$ cat config.mk
export PLATFORM = sky130hd
export DESIGN_NAME = clock_set_ctrl
export DESIGN_NICKNAME = d
export VERILOG_FILES = /design/src/rtl/clock_set_ctrl.sv
export SDC_FILE = /design/constraint.sdc
export NUM_CORES = 1
export LEC_CHECK = 0
export CAP_MARGIN = 5
export CORE_MARGIN = 2
export CORE_UTILIZATION = 45
export CTS_CLUSTER_SIZE = 14
export DETAILED_ROUTE_END_ITERATION = 8
export PLACE_DENSITY = 0.73
export SYNTH_ARGS = -nofsm -noshare
export SYNTH_HDL_FRONTEND = slang
export SYNTH_SLANG_ARGS = --single-unit
$ cat constraint.sdc
create_clock -name clk -period 4 [get_ports clk]
set_input_delay 0.6 -clock clk [delete_from_list [all_inputs] [get_ports clk]]
set_output_delay 0.6 -clock clk [all_outputs]
set_load 0.01 [all_outputs]
$ cat src/rtl/clock_set_ctrl.sv
// Front-panel controller for the decade clock/calendar counter: button debounce,
// run/set FSM, 1 Hz advance strobe, field inc/dec commands and digit blink mask.
module clock_set_ctrl #(
  parameter int TICK_DIV  = 50_000_000,
  parameter int DEBOUNCE  = 1_000_000,
  parameter int BLINK_DIV = 12_500_000
) (
  input  logic       clk,
  input  logic       rst_n,
  input  logic       butt_change,
  input  logic       butt_increase,
  input  logic       butt_decrease,
  input  logic       sw_mode,
  output logic       run_tick,
  output logic [2:0] edit_field,
  output logic       inc_pulse,
  output logic       dec_pulse,
  output logic [7:0] blank_mask
);

  typedef enum logic [2:0] {
    RUN     = 3'd0,
    S_HOUR  = 3'd1,
    S_MIN   = 3'd2,
    S_SEC   = 3'd3,
    S_DAY   = 3'd4,
    S_MONTH = 3'd5,
    S_YEAR  = 3'd6
  } state_e;

  localparam int TW = (TICK_DIV  > 1) ? $clog2(TICK_DIV)  : 1;
  localparam int DW = (DEBOUNCE  > 1) ? $clog2(DEBOUNCE)  : 1;
  localparam int BW = (BLINK_DIV > 1) ? $clog2(BLINK_DIV) : 1;

  localparam logic [TW-1:0] TICK_LAST  = TW'(TICK_DIV - 1);
  localparam logic [DW-1:0] DB_LAST    = DW'(DEBOUNCE - 1);
  localparam logic [BW-1:0] BLINK_LAST = BW'(BLINK_DIV - 1);

  // Button index: 0 = change, 1 = increase, 2 = decrease (all active-low).
  logic [2:0]    btn_raw;
  logic [2:0]    btn_s1_q, btn_s2_q, btn_lvl_q, press_q;
  logic [DW-1:0] db_cnt_q [3];

  assign btn_raw = {butt_decrease, butt_increase, butt_change};

  // NOTE: the debounce counters are a handful of flops, not a RAM, so resetting them is cheap and keeps the reset state fully defined.
  always_ff @(posedge clk or negedge rst_n) begin
    if (!rst_n) begin
      btn_s1_q  <= '1;
      btn_s2_q  <= '1;
      btn_lvl_q <= '1;
      press_q   <= '0;
      for (int i = 0; i < 3; i++) db_cnt_q[i] <= '0;
    end else begin
      btn_s1_q <= btn_raw;
      btn_s2_q <= btn_s1_q;
      for (int i = 0; i < 3; i++) begin
        press_q[i] <= 1'b0;
        if (btn_s2_q[i] == btn_lvl_q[i]) begin
          db_cnt_q[i] <= '0;
        end else if (db_cnt_q[i] == DB_LAST) begin
          db_cnt_q[i]  <= '0;
          btn_lvl_q[i] <= btn_s2_q[i];
          // Only the released->pressed edge is an event; releases are silent.
          press_q[i]   <= ~btn_s2_q[i];
        end else begin
          db_cnt_q[i] <= db_cnt_q[i] + DW'(1);
        end
      end
    end
  end

  // Third stage remembers the previous synced mode so a change can be detected.
  logic mode_s1_q, mode_s2_q, mode_s3_q;

  always_ff @(posedge clk or negedge rst_n) begin
    if (!rst_n) begin
      mode_s1_q <= 1'b0;
      mode_s2_q <= 1'b0;
      mode_s3_q <= 1'b0;
    end else begin
      mode_s1_q <= sw_mode;
      mode_s2_q <= mode_s1_q;
      mode_s3_q <= mode_s2_q;
    end
  end

  logic press_chg, press_inc, press_dec, mode_chg;
  assign press_chg = press_q[0];
  assign press_inc = press_q[1];
  assign press_dec = press_q[2];
  assign mode_chg  = mode_s2_q ^ mode_s3_q;

  function automatic logic [7:0] field_mask(input state_e s);
    case (s)
      S_HOUR, S_DAY:  field_mask = 8'hC0;
      S_MIN, S_MONTH: field_mask = 8'h30;
      S_SEC:          field_mask = 8'h0C;
      S_YEAR:         field_mask = 8'h0F;
      default:        field_mask = 8'h00;
    endcase
  endfunction

  state_e        state_q, state_d;
  logic [TW-1:0] tick_q, tick_d;
  logic [BW-1:0] blink_cnt_q, blink_cnt_d;
  logic          phase_q, phase_d;
  logic          inc_d, dec_d, run_tick_d;
  logic [7:0]    blank_d;

  // NOTE: every always_comb output gets a default first so no path can infer a latch.
  always_comb begin
    state_d     = state_q;
    tick_d      = '0;
    blink_cnt_d = '0;
    phase_d     = 1'b0;
    inc_d       = 1'b0;
    dec_d       = 1'b0;

    if (state_q == RUN) begin
      if (press_chg) state_d = mode_s2_q ? S_HOUR : S_DAY;
    end else if (mode_chg) begin
      state_d = RUN;
    end else if (press_chg) begin
      unique case (state_q)
        S_HOUR:  state_d = S_MIN;
        S_MIN:   state_d = S_SEC;
        S_DAY:   state_d = S_MONTH;
        S_MONTH: state_d = S_YEAR;
        default: state_d = RUN;
      endcase
    end else begin
      inc_d = press_inc & ~press_dec;
      dec_d = press_dec & ~press_inc;
    end

    // Outputs are registered from next-state values so they line up with state_q.
    if (state_q == RUN && state_d == RUN)
      tick_d = (tick_q == TICK_LAST) ? '0 : tick_q + TW'(1);
    run_tick_d = (state_d == RUN) && (tick_d == TICK_LAST);

    if (state_d != RUN) begin
      if (state_d != state_q || inc_d || dec_d) begin
        blink_cnt_d = '0;
        phase_d     = 1'b0;
      end else if (blink_cnt_q == BLINK_LAST) begin
        blink_cnt_d = '0;
        phase_d     = ~phase_q;
      end else begin
        blink_cnt_d = blink_cnt_q + BW'(1);
        phase_d     = phase_q;
      end
    end
    blank_d = phase_d ? field_mask(state_d) : 8'h00;
  end

  // NOTE: sequential state uses non-blocking assignments only, so every flop samples pre-edge values.
  always_ff @(posedge clk or negedge rst_n) begin
    if (!rst_n) begin
      state_q     <= RUN;
      tick_q      <= '0;
      blink_cnt_q <= '0;
      phase_q     <= 1'b0;
      run_tick    <= 1'b0;
      edit_field  <= 3'd0;
      inc_pulse   <= 1'b0;
      dec_pulse   <= 1'b0;
      blank_mask  <= 8'h00;
    end else begin
      state_q     <= state_d;
      tick_q      <= tick_d;
      blink_cnt_q <= blink_cnt_d;
      phase_q     <= phase_d;
      run_tick    <= run_tick_d;
      edit_field  <= state_d;
      inc_pulse   <= inc_d;
      dec_pulse   <= dec_d;
      blank_mask  <= blank_d;
    end
  end

endmodule

# Word level (Yosys, flattened, before mapping)
# Index checks and enable logic that the tools add are counted.
# totals
register_bits	140
ram_bits	0
rom_bits	0
memories	0
latch_bits	0
inputBits	6
word_cells	103
# classes
n_lt_le_gt_ge	0
shift	0
bitwise_logic	12
n_mux	34
reduce_logical	12
mul	0
eq_ne	20
div_mod_pow	0
n_addsub	5
# op_table
operator	count
20-bit 2-to-1 mux	6
24-bit 2-to-1 mux	3
20-bit by 1-bit adder with 20-bit output, second input constant	3
20-bit == test, second input constant	3
26-bit == test, second input constant	2
26-bit 2-to-1 mux	2
8-bit one-hot mux with 4 select lines	1
26-bit by 1-bit adder with 26-bit output, second input constant	1
24-bit by 1-bit adder with 24-bit output, second input constant	1
24-bit == test, second input constant	1
3-bit == test, second input constant	5
1-bit 2-to-1 mux	15
3-bit 2-to-1 mux	5
3-bit one-hot mux with 4 select lines	1
3-bit by 2-bit == test with 1-bit output, second input constant	3
1-bit inverter	9
8-bit 2-to-1 mux	1
3-bit by 1-bit == test with 1-bit output, second input constant	2
3-bit logical NOT	2
2-bit AND reduction	3
2-bit OR reduction	2
1-bit == test	3
3-bit inequality test	1
3-bit nonzero test	1
4 further kinds	7

# Longest topological paths before layout
# logic_depth
ltp_word	11
ltp_mapped	9

# Least setup slack after synthesis
# OpenSTA, ideal clock, no wires.
# synth_path
path_kind	reg2reg
start	register tick_q[18]
end	register run_tick
t_required_ns	3.864
n_path_buf	1
arrival_ns	1.953
stages_incl_launch_ff	8
setup_slack_ns	1.910
synth_period_minus_slack_ns	2.090
cell_sequence	dfrtp_1 -> buf_6 -> or4b_1 -> or4_4 -> o21bai_4 -> a2111oi_1 -> nand4bb_1 -> a2111oi_2
# synth_between
elab_chain_cells	5
word_cells_on_any_way	6
classes_between	1 x add/sub; 2 x eq/ne; 2 x mux; 1 x reduce/logical
# synth_rtl
item	line	source
from (decl)	105	logic [TW-1:0] tick_q, tick_d;
from (signal assigned)	171	tick_q <= tick_d;
26-bit by 1-bit adder with 26-bit output or 26-bit == test (tied branches)	139	tick_d = (tick_q == TICK_LAST) ? '0 : tick_q + TW'(1);
26-bit 2-to-1 mux (*)	139	
26-bit 2-to-1 mux (*)	138	if (state_q == RUN && state_d == RUN)
26-bit == test (*)	140	run_tick_d = (state_d == RUN) && (tick_d == TICK_LAST);
1-bit logical AND (*)	140	
via run_tick_d	108	logic inc_d, dec_d, run_tick_d;
to (signal assigned)	174	run_tick <= run_tick_d;
to (decl)	14	output logic run_tick,
# The timed path passes the listed nets; every way through them passes the cells marked *.
# A chain may end at the register's enable or synchronous reset.

# Final worst setup path
# Ends and elaborated chain as after synthesis.

==> tab_implementation.tex <==
\begin{tabular}{lr}
\hline
Metric & Value \\
\hline
\multicolumn{2}{l}{\textbf{Clock network}} \\
\quad Clk\_lat worst skew & between 0.4 and 0.5 ns \\
\quad Post\_cts resized & 0 \\
\quad Cell at the root of the clock tree & clkbuf\_16 \\
\quad \# H-tree levels & 4 \\
\quad CTS Sinks & approximately 140 \\
\quad CTS buffer count & 17 \\
\quad Clock buffer depth & 2 \\
\quad Post-CTS Setup Bufs & 0 \\
\quad Clock-pin transition on the worst setup and hold timing paths & about 0.060 ns \\
\quad Clock tree from TritonCTS & done \\
\quad Post-CTS Hold Buffers & 0 \\
\multicolumn{2}{l}{\textbf{Logic synthesis}} \\
\quad Cell count after synthesis & between 600 and 700 \\
\quad Mux contribution to synthesized area & less than 1\% \\
\quad Mapped Area & roughly 6600 sq um \\
\quad Number of enable-type register cells in the synthesized netlist & 0 \\
\quad Mean instance size in the synthesized netlist & 9.97 sq um \\
\quad Ranking of synthesized cells by instance count & 140 x nor2\_1, 127 x dfrtp\_1, 58 x xor2\_1 \\
\quad Most common flop cell mapped by yosys & dfrtp\_1 \\
\quad Number of library cell types mapped by synthesis & 60 \\
\quad Async set or reset register ratio after synthesis & between 90\% and 100\% \\
\quad Synth Net Count & 675 \\
\quad Share of the synthesized area in the top cell type & a little under half \\
\quad Yosys warnings & 0 \\
\quad Dominant combinational cell family by area after synthesis & simple AND/OR/NAND/NOR gates \\
\quad Top area cells in the synthesized netlist & dfrtp\_1 48\%, nor2\_1 7.9\%, xor2\_1 7.7\% \\
\quad Post-synthesis share of cell area spent on full adders, half adders and majority gates & 1.10\% \\
\quad Most common cell in the synthesized netlist & nor2\_1 \\
\quad XOR/XNOR share of the synthesized area & about 14\% \\
\quad Area fraction in compound gates after synthesis & between 2 and 3\% \\
\quad Fraction of the yosys area taken by sequential cells & between 50\% and 60\% \\
\quad Simple logic cell fraction of the synthesized area & between 20 and 30\% \\
\quad Count of state elements after synthesis & roughly 140 \\
\quad Library cell with the largest summed area after synthesis & dfrtp\_1 \\
\multicolumn{2}{l}{\textbf{Timing}} \\
\quad Worst-margin pin slew & 0.996 ns \\
\quad Time the worst path needs with I/O delays and setup & 2.53 ns \\
\quad Setup repair after global routing missed its margin & no \\
\quad Upper clock frequency limit & a little under 0.4 GHz \\
\quad Layout Skew & between 0.005 and 0.006 ns \\
\quad Relative max-transition margin & between 30 and 40\% \\
\quad Total count of hold-check failures in the final report & 0 \\
\quad Count of final setup violators & 0 \\
\quad Number of pins with negative max-slew slack in the final report & 0 \\
\quad Post-route fraction of the period consumed by the critical path & a little over three fifths \\
\quad Final total negative setup slack & 0 ns \\
\multicolumn{2}{l}{\textbf{Worst setup path}} \\
\quad Crit Reg-Reg Endpoint & run\_tick\$\_DFF\_PN0\_ \\
\quad Arrival time of the worst setup path & about 2.8 ns \\
\quad Count of cells along the worst register-to-register path & 6 \\
\quad Reg-to-reg setup timing slack & 1.47 ns \\
\quad Worst-path maximum fanout & 25 \\
\quad Required time of the critical path & around 4.3 ns \\
\quad Chain of cells forming the critical path & or4b\_1 > or4\_4 > o21bai\_4 > a2111oi\_1 > nand4bb\_1 > a2111oi\_2 \\
\quad Nature of the critical path startpoint & register \\
\quad Critical path class & reg2reg \\
\quad Origin of the critical flop-to-flop path & tick\_q[18]\$\_DFF\_PN0\_ \\
\quad Slowest-stage cell, CP & or4b\_1 \\
\quad Delay of the slowest critical-path stage & $\sim$0.55 ns \\
\quad Worst setup path startpoint & tick\_q[18]\$\_DFF\_PN0\_ \\
\quad Kind of end point of the critical path & register \\
\multicolumn{2}{l}{\textbf{Layout}} \\
\quad Ant. Diodes & 0 \\
\quad Layout Area Growth over Synthesis & 13.4\% \\
\quad Share of post-route cells with drive strength above 1 & 8.05\% \\
\quad Post-layout instance count excluding filler cells & 880 \\
\quad Number of nets in the layout & between 600 and 700 \\
\quad Non-Filler Cell Area, Final & around 7500 sq um \\
\quad Fillers & roughly 1.3k \\
\quad Final core utilization & between 50 and 60\% \\
\multicolumn{2}{l}{\textbf{Placement}} \\
\quad Standard cell area after detailed placement & between 6000 and 7000 sq um \\
\quad Number of port buffers & 19 \\
\quad Number of placed cells counting well taps & roughly 850 \\
\quad Detailed placer's ending HPWL & roughly 8 mm \\
\quad Final weighted congestion of routability-driven global placement & around 0.88 \\
\multicolumn{2}{l}{\textbf{GRT}} \\
\quad Vias in the first global route & 4716 \\
\quad Wire length of the first global-routing pass & $\sim$22 mm \\
\quad Number of antenna violations at the first check in global routing & 0 \\
\quad Global-route usage over all layers & 16.8\% \\
\quad Pin count of the biggest net entering global routing & 113 \\
\quad GR Overflow Total & 0 \\
\multicolumn{2}{l}{\textbf{Power and ir drop}} \\
\quad Reported leakage power & 3.11 nW \\
\quad PwrDens & between 300 and 400 nW/um\^{}2 \\
\quad Max rail drop VDD & roughly 0.33 mV \\
\multicolumn{2}{l}{\textbf{Detailed routing}} \\
\quad DR iter-0 viols & 449 \\
\quad Average wire per cell in the routed design & between 10 and 15 microns \\
\quad Vias after detailed routing & around 4.7k \\
\quad 1st-pass router iterations & 4 \\
\quad Post-Route WL & around 12 mm \\
\quad Antenna Violating Nets Remaining & 0 \\
\quad DRC & 0 \\
\quad Vias per cell & between 5 and 6 \\
\multicolumn{2}{l}{\textbf{Floorplanning}} \\
\quad Die boundary height & approximately 130 microns \\
\quad Initial core utilization & a little under half \\
\quad I/O pin total & 20 \\
\quad Core Rows & between 40 and 50 \\
\quad Die ar. & about 16000 sq um \\
\quad Width of the chip & between 100 and 150 microns \\
\quad CORE AREA & 14500 sq um \\
\multicolumn{2}{l}{\textbf{Hold path}} \\
\quad Worst min path class & in2async \\
\multicolumn{2}{l}{\textbf{Job}} \\
\quad Number of max-capacitance violations reported & 0 \\
\multicolumn{2}{l}{\textbf{Run status}} \\
\quad Status & finished clean \\
\hline
\end{tabular}
==> cell families (layout without fill, tap and decap cells) <==
group	Yosys count	in the layout
compound gates	25	25
xor+xnor	106	106
fa+ha+maj	6	6
buf+inv	38	70
flops	136	136
mux	3	3
simple gates	350	350
==> flip-flops by register name, indices dropped and copies added (netlist names) <==
register     count
btn_s1_q         3
inc_pulse        1
dec_pulse        1
mode_s1_q        1
phase_q          1
btn_lvl_q        3
tick_q          26
mode_s3_q        1
btn_s2_q         3
blank_mask       4
blink_cnt_q     24
state_q          3
db_cnt_q        60
mode_s2_q        1
run_tick         1
press_q          3
==> cells in the final DEF, fill, tap and decap left out, drive strengths merged, types with 12 or more instances in the layout <==
cell | netlist | routed
inv | 19 | 19
and3 | 12 | 12
nor2 | 140 | 140
xnor2 | 48 | 48
nor3 | 18 | 18
clkbuf | 8 | 23
nand4 | 24 | 24
nand3 | 46 | 46
clkdlybuf4s50 | 0 | 18
dfrtp | 127 | 127
xor2 | 58 | 58
nand2 | 47 | 47
==> worst max-delay path by stage <==
stage	depth (start not counted)	endpoint
detailed placement	6	run_tick$_DFF_PN0_
floorplan	7	run_tick$_DFF_PN0_
global placement	6	run_tick$_DFF_PN0_
global route	7	run_tick$_DFF_PN0_
finish	6	run_tick$_DFF_PN0_
CTS	6	run_tick$_DFF_PN0_
==> through the flow <==
stage / setup slack, ns / hold slack (ns) / total power (W)
after global placement: 1.53 / 0.337 / 0.00149
after CTS: 1.48 / 0.353 / 0.00301
after detailed placement: 1.49 / 0.341 / 0.00149
final: 1.47 / 0.285 / 0.00297
after floorplan: 1.91 / 0.304 / 0.00145
after global routing: 1.32 / 0.351 / 0.00308
==> routing by layer <==
metal  part of all wire (%)  global-route usage (%)  wire (microns)
met3                    4.1                    4.41             497
met5                      0                       0               0
met1                     47                    22.1            5750
met2                     47                    26.7            5720
met4                    2.1                    7.12             257
==> area by class of cell <==
class | instances | area, sq um | area share, %
Clock buffer | 23 | 478 | 6.36
Clock inverter | 8 | 96.3 | 1.28
Sequential cell | 136 | 3410 | 45.5
Inverter | 19 | 71.3 | 0.950
Multi-Input combinational cell | 490 | 3020 | 40.2
Tap cell | 184 | 230 | 3.07
Timing Repair Buffer | 20 | 199 | 2.65
==> power breakdown <==
part / internal, W / switching [W]
Combinational: 0.0000159 / 0.0000453
Sequential: 0.00139 / 0.0000118
Clock: 0.000958 / 0.000549
Total: 0.00237 / 0.000606
==> worst max-delay path, delay by kind of cell (launching register included) <==
| family | cells | cell delay [ns] |
|---|---|---|
| compound gates | 3 | 0.72 |
| simple gates | 3 | 1.22 |
| flops | 1 | 0.46 |
Power figures use the tool's default switching activity.
